===== src/rtl/spi_slave_pkg.sv =====
// Shared types and widths for the SPI slave byte interface.
// The optional statistics outputs are enabled by defining SPI_STATS_EN.
package spi_slave_pkg;

  localparam int BYTE_W   = 8;
  localparam int BITCNT_W = 3;
  localparam int STATS_W  = 16;

  localparam logic [BITCNT_W-1:0] LAST_BIT = BITCNT_W'(BYTE_W - 1);

  typedef enum logic {
    IDLE   = 1'b0,
    ACTIVE = 1'b1
  } state_e;

endpackage


===== src/rtl/spi_sync_2ff.sv =====
// Multi-stage synchroniser for one asynchronous SPI pin, plus a history flop
// that turns the synchronised level into single-cycle rise/fall strobes.
module spi_sync_2ff #(
  parameter int SYNC_LEN = 2  // legal range 2..3
) (
  input  logic clk_i,
  input  logic reset_i,
  input  logic async_i,
  output logic level_o,
  output logic rise_o,
  output logic fall_o
);

  logic [SYNC_LEN-1:0] sync_q;
  logic                hist_q;

  // Clearing to 0 means a pin already low at reset release (CS mid-frame)
  // produces no edge; a pin already high yields a rise that IDLE ignores.
  always_ff @(posedge clk_i) begin
    if (reset_i) begin
      sync_q <= '0;
      hist_q <= 1'b0;
    end else begin
      // NOTE: non-blocking so each stage takes its predecessor's previous value.
      sync_q <= {sync_q[SYNC_LEN-2:0], async_i};
      hist_q <= sync_q[SYNC_LEN-1];
    end
  end

  assign level_o = sync_q[SYNC_LEN-1];
  assign rise_o  =  sync_q[SYNC_LEN-1] & ~hist_q;
  assign fall_o  = ~sync_q[SYNC_LEN-1] &  hist_q;

endmodule


===== src/rtl/spi_slave_byte_if.sv =====
// SPI mode-0 slave front-end: oversampled pins, MSB-first byte (de)serialiser
// with valid/ready byte streams. Define SPI_STATS_EN to add frame/overrun counters.
module spi_slave_byte_if
  import spi_slave_pkg::*;
#(
  parameter logic [BYTE_W-1:0] TX_IDLE  = 8'hFF,
  parameter int                SYNC_LEN = 2
) (
  input  logic              iCLK,
  input  logic              iRESET,
  input  logic              iSCLK,
  input  logic              iMOSI,
  input  logic              iCS,
  output logic              oMISO,
  output logic [BYTE_W-1:0] oRX_DATA,
  output logic              oRX_VALID,
  input  logic              iRX_READY,
  input  logic [BYTE_W-1:0] iTX_DATA,
  input  logic              iTX_VALID,
  output logic              oTX_READY,
  output logic              oSOF,
  output logic              oEOF,
  output logic              oOVERRUN,
  output logic              oUNDERRUN
`ifdef SPI_STATS_EN
  ,
  output logic [STATS_W-1:0] oFRAME_CNT,
  output logic [STATS_W-1:0] oOVR_CNT
`endif
);

  logic sclk_lvl, sclk_rise, sclk_fall;
  logic mosi_lvl, mosi_rise, mosi_fall;
  logic cs_lvl,   cs_rise,   cs_fall;

  spi_sync_2ff #(.SYNC_LEN(SYNC_LEN)) u_sync_sclk (
    .clk_i(iCLK), .reset_i(iRESET), .async_i(iSCLK),
    .level_o(sclk_lvl), .rise_o(sclk_rise), .fall_o(sclk_fall)
  );

  spi_sync_2ff #(.SYNC_LEN(SYNC_LEN)) u_sync_mosi (
    .clk_i(iCLK), .reset_i(iRESET), .async_i(iMOSI),
    .level_o(mosi_lvl), .rise_o(mosi_rise), .fall_o(mosi_fall)
  );

  spi_sync_2ff #(.SYNC_LEN(SYNC_LEN)) u_sync_cs (
    .clk_i(iCLK), .reset_i(iRESET), .async_i(iCS),
    .level_o(cs_lvl), .rise_o(cs_rise), .fall_o(cs_fall)
  );

  logic unused_ok;
  assign unused_ok = &{1'b0, sclk_lvl, mosi_rise, mosi_fall, cs_lvl};

  state_e              state_q;
  logic [BITCNT_W-1:0] bitcnt_q;
  logic [BYTE_W-2:0]   rx_shift_q;
  logic [BYTE_W-1:0]   tx_shift_q;
  logic                done_q;
  logic [BYTE_W-1:0]   done_byte_q;
  logic [BYTE_W-1:0]   rx_data_q;
  logic                rx_valid_q;
  logic                tx_ready_q, sof_q, eof_q, ovr_q, udr_q;

  logic [BYTE_W-1:0]   rx_byte_d;
  logic [BYTE_W-1:0]   tx_load_d;

  assign rx_byte_d = {rx_shift_q, mosi_lvl};
  assign tx_load_d = iTX_VALID ? iTX_DATA : TX_IDLE;

  always_ff @(posedge iCLK) begin
    if (iRESET) begin
      state_q     <= IDLE;
      bitcnt_q    <= '0;
      rx_shift_q  <= '0;
      tx_shift_q  <= TX_IDLE;
      done_q      <= 1'b0;
      done_byte_q <= '0;
      rx_data_q   <= '0;
      rx_valid_q  <= 1'b0;
      tx_ready_q  <= 1'b0;
      sof_q       <= 1'b0;
      eof_q       <= 1'b0;
      ovr_q       <= 1'b0;
      udr_q       <= 1'b0;
    end else begin
      // NOTE: every pulse is defaulted low first, so each one lasts exactly one cycle.
      sof_q      <= 1'b0;
      eof_q      <= 1'b0;
      tx_ready_q <= 1'b0;
      udr_q      <= 1'b0;
      ovr_q      <= 1'b0;
      done_q     <= 1'b0;

      unique case (state_q)
        IDLE: begin
          if (cs_fall) begin
            state_q    <= ACTIVE;
            sof_q      <= 1'b1;
            bitcnt_q   <= '0;
            tx_shift_q <= tx_load_d;
            tx_ready_q <= iTX_VALID;
            udr_q      <= ~iTX_VALID;
          end
        end
        ACTIVE: begin
          // CS is tested first so a coincident SCLK edge is dropped.
          if (cs_rise) begin
            state_q  <= IDLE;
            eof_q    <= 1'b1;
            bitcnt_q <= '0;
          end else if (sclk_rise) begin
            rx_shift_q <= rx_byte_d[BYTE_W-2:0];
            bitcnt_q   <= bitcnt_q + BITCNT_W'(1);
            if (bitcnt_q == LAST_BIT) begin
              done_q      <= 1'b1;
              done_byte_q <= rx_byte_d;
            end
          end else if (sclk_fall) begin
            if (bitcnt_q == '0) begin
              tx_shift_q <= tx_load_d;
              tx_ready_q <= iTX_VALID;
              udr_q      <= ~iTX_VALID;
            end else begin
              tx_shift_q <= {tx_shift_q[BYTE_W-2:0], 1'b0};
            end
          end
        end
      endcase

      // Output stage: a completed byte either replaces/fills the holding
      // register or, if the held byte is still unaccepted, is dropped.
      if (done_q) begin
        if (rx_valid_q && !iRX_READY) begin
          ovr_q <= 1'b1;
        end else begin
          rx_data_q  <= done_byte_q;
          rx_valid_q <= 1'b1;
        end
      end else if (rx_valid_q && iRX_READY) begin
        rx_valid_q <= 1'b0;
      end
    end
  end

  assign oMISO     = (state_q == ACTIVE) && tx_shift_q[BYTE_W-1];
  assign oRX_DATA  = rx_data_q;
  assign oRX_VALID = rx_valid_q;
  assign oTX_READY = tx_ready_q;
  assign oSOF      = sof_q;
  assign oEOF      = eof_q;
  assign oOVERRUN  = ovr_q;
  assign oUNDERRUN = udr_q;

`ifdef SPI_STATS_EN
  logic [STATS_W-1:0] frame_cnt_q, ovr_cnt_q;

  always_ff @(posedge iCLK) begin
    if (iRESET) begin
      frame_cnt_q <= '0;
      ovr_cnt_q   <= '0;
    end else begin
      if (eof_q && (frame_cnt_q != '1)) frame_cnt_q <= frame_cnt_q + STATS_W'(1);
      if (ovr_q && (ovr_cnt_q   != '1)) ovr_cnt_q   <= ovr_cnt_q   + STATS_W'(1);
    end
  end

  assign oFRAME_CNT = frame_cnt_q;
  assign oOVR_CNT   = ovr_cnt_q;
`endif

endmodule

===== config.mk =====
export PLATFORM = sky130hd
export DESIGN_NAME = spi_slave_byte_if
export DESIGN_NICKNAME = d
export VERILOG_FILES = /design/src/rtl/spi_slave_pkg.sv /design/src/rtl/spi_sync_2ff.sv /design/src/rtl/spi_slave_byte_if.sv
export SDC_FILE = /design/constraint.sdc
export NUM_CORES = 1
export LEC_CHECK = 0
export ABC_AREA = 1
export CAP_MARGIN = 40
export CORE_ASPECT_RATIO = 1.75
export CORE_MARGIN = 4
export CORE_UTILIZATION = 50
export CTS_CLUSTER_DIAMETER = 40
export CTS_CLUSTER_SIZE = 16
export DETAILED_ROUTE_END_ITERATION = 8
export PLACE_DENSITY = 0.78
export SYNTH_ARGS = -nofsm -noshare
export SYNTH_HDL_FRONTEND = slang
export SYNTH_HIERARCHICAL = 1
export SYNTH_SLANG_ARGS = --single-unit

===== constraint.sdc =====
create_clock -name iCLK -period 1.9 [get_ports iCLK]
set_input_delay 0.19 -clock iCLK [delete_from_list [all_inputs] [get_ports iCLK]]
set_output_delay 0.19 -clock iCLK [all_outputs]
set_load 0.1 [all_outputs]

==> results.txt <==
Die boundary width = 55.14 um
Clock transition time at the flip-flop clock pins of the worst setup and hold paths = 0.09 ns
Number of placement rows = 29
Worst-Margin Slew = 0.4821 ns
Later-pin clock latency in the skew report = 0.30 ns
Number of global-route vias before repair = 1580
Worst hold slack after final layout = 0.3997 ns
Hold crit path type = input port to flop
R2r endpoint = tx_shift_q[6]$_SDFFE_PP1P_
Hold path depth = 3
Number of cells on the worst reg-to-reg path = 7
Largest net degree at the start of global routing = 31
Vias after detailed routing = 1632
Number of antenna diodes = 0
Resized cells post-CTS = 0
Pre-CTS setup slack = 0.4263 ns
Global-route met2 utilization = 0.3034
Sequential cell area in the final layout = 1001 sq um
RSZ-0062 raised after global routing = no
CP required = 2.15 ns
Pwr Total = 1.794 mW
Cells after Synth = 262
Max Freq = 0.6641 GHz
TritonRoute pass-1 iters = 4
Via density per instance = 4.800
Number of remaining DRC errors = 0
Cell Area, Synth = 1944 sq um
Relative slew slack = 0.6752
1st-iter DRT viols = 23
Final RePlAce weighted congestion = 0.8128
Final net count = 311
Met3 demand-to-capacity share in global routing = 0.04463
HPWL Detailed = 2675 um
Clock tree from TritonCTS = yes
Wire length of the first global-routing pass = 6327 um
Power per standard cell area = 766.2 nW/um^2
Total congestion overflow after global routing = 0
Final worst-path cycle share = 0.7925
CTS sink cnt = 50
Final-report setup violation count = 0
Clock H-tree levels = 2
Minimum period implied by the final worst setup slack = 1.506 ns
Most crowded layer after global routing = met2
Setup slack, reg-to-reg = 0.39 ns
Initial cell density of the core = 0.5254
Overall routing resource usage = 0.1674
Setup crit start kind = flop
Die boundary height = 90.50 um
Total of buffers placed on input and output ports = 29
Clock Skews = 0.006365 ns
Area inside the core boundary = 3701 sq um
Static power due to leakage = 0.9887 nW
Mean routed wirelength per cell = 10.23 um
Worst voltage drop across the vdd grid = 0.7529 mV
Buffer depth of the longest clock path = 2
Total wire length = 3478 um
Count of pins on the block boundary = 30
Setup TNS = 0 ns
Data arrival time at the worst-slack endpoint = 1.75 ns
Number of nets produced by synthesis = 280
Capturing element type of the critical path = flop
Number of antenna violations at the first check in global routing = 0
Layout cells sized above 1 = 0.1054
Endpoint, Worst Hold = u_sync_cs/sync_q[0]$_SDFF_PP0_
Max-cap violations = 0
Setup WS post-layout = 0.3943 ns
Number of buffers inserted to repair setup after CTS = 0
Total CTS buffers = 5
Number of inserted filler cells in the final layout = 342
Slew Viols, Final = 0
Origin of the worst min-delay path = iCS
Critical Setup Path Class = flop to flop
Multi-input combinational cell area = 780.7 sq um
Highest net fanout along the worst path = 10
Hold buffers post-CTS = 0
Layout overhead on the synthesized area = 20.40%
Number of nets still failing antenna checks after routing = 0
Post-Syn Area per Cell = 7.421 sq um
Startpoint of the worst-slack reg-to-reg timing path = bitcnt_q[0]$_SDFFE_PP0P_
Die Footprint = 4990 sq um
CTS root buffer = sky130_fd_sc_hd__clkbuf_8
Status = complete, no violations
Yosys warning count = 6
Number of endpoints with negative hold slack in the final report = 0
GR Layer Usage met1 = 0.1655
state kept, by name, summed over array words and instances (netlist names), 2 cells and up:
name / flops
done_byte_q: 8
tx_shift_q: 8
u_sync_cs/sync_q: 2
oRX_DATA: 8
rx_shift_q: 7
bitcnt_q: 3
u_sync_mosi/sync_q: 2
u_sync_sclk/sync_q: 2
through the flow:
stage,cells,area [sq um],utilization
floorplan,262,1944,-
detailed placement,332,2251,0.6082
finish,340,2341,0.6325
CTS,340,2341,0.6325
global route,340,2341,0.6325
global placement,332,2251,0.6082
worst max path at each step:
stage / start / to / slack (ns) / cells past startpoint
2_1_floorplan: oRX_VALID$_SDFFE_PP0P_ / oRX_DATA[0]$_SDFFE_PP0P_ / 0.20 / 5
3_3_place_gp: u_sync_cs/sync_q[1]$_SDFF_PP0_ / tx_shift_q[4]$_SDFFE_PP1P_ / 0.45 / 7
3_5_place_dp: bitcnt_q[0]$_SDFFE_PP0P_ / tx_shift_q[6]$_SDFFE_PP1P_ / 0.43 / 7
4_1_cts: bitcnt_q[0]$_SDFFE_PP0P_ / tx_shift_q[4]$_SDFFE_PP1P_ / 0.39 / 7
5_1_grt: bitcnt_q[0]$_SDFFE_PP0P_ / tx_shift_q[3]$_SDFFE_PP1P_ / 0.20 / 7
6_report: bitcnt_q[0]$_SDFFE_PP0P_ / tx_shift_q[6]$_SDFFE_PP1P_ / 0.39 / 7
critical path: stages (launching register included):
cell and delay (ns):
sky130_fd_sc_hd__dfxtp_1 0.40, sky130_fd_sc_hd__inv_1 0.07, sky130_fd_sc_hd__ha_1 0.20, sky130_fd_sc_hd__nand2_1 0.27, sky130_fd_sc_hd__nand2_1 0.25, sky130_fd_sc_hd__nand2_1 0.11
sky130_fd_sc_hd__nand3_1 0.08, sky130_fd_sc_hd__nand2_1 0.07
report_power, final:
group | switching [mW] | internal, mW | leakage (nW)
combinational | 0.0738 | 0.0551 | 0.539
clock | 0.335 | 0.259 | 0.0441
sequential | 0.00699 | 1.06 | 0.405
area by class of cell:
cell class | instances | share of cell area
sequential | 50 | 0.4276
clock inverter | 3 | 0.009086
clock buffer | 5 | 0.02940
inverter | 33 | 0.05291
tap | 46 | 0.02459
timing repair buffer | 32 | 0.1229
multi-input combinational | 171 | 0.3335
placed cells by master (no fill, tap or decap), types with 2 or more instances in the layout:
master / instances
sky130_fd_sc_hd__buf_4: 17
sky130_fd_sc_hd__nor3_1: 3
sky130_fd_sc_hd__inv_1: 30
sky130_fd_sc_hd__ha_1: 3
sky130_fd_sc_hd__inv_2: 2
sky130_fd_sc_hd__a21oi_1: 19
sky130_fd_sc_hd__nand3_1: 16
sky130_fd_sc_hd__clkbuf_8: 5
sky130_fd_sc_hd__o21ai_0: 18
sky130_fd_sc_hd__nand3b_1: 7
sky130_fd_sc_hd__clkdlybuf4s50_1: 14
sky130_fd_sc_hd__nor2_1: 55
sky130_fd_sc_hd__nand2_1: 47
sky130_fd_sc_hd__dfxtp_1: 50
metal layers:
metal,vias to the layer above,part of all wire
li1,877,-
met1,720,0.39
met2,28,0.55
met3,7,0.041
met4,0,0.020
met5,-,0
Note: power is estimated with default switching activity, not from simulation.
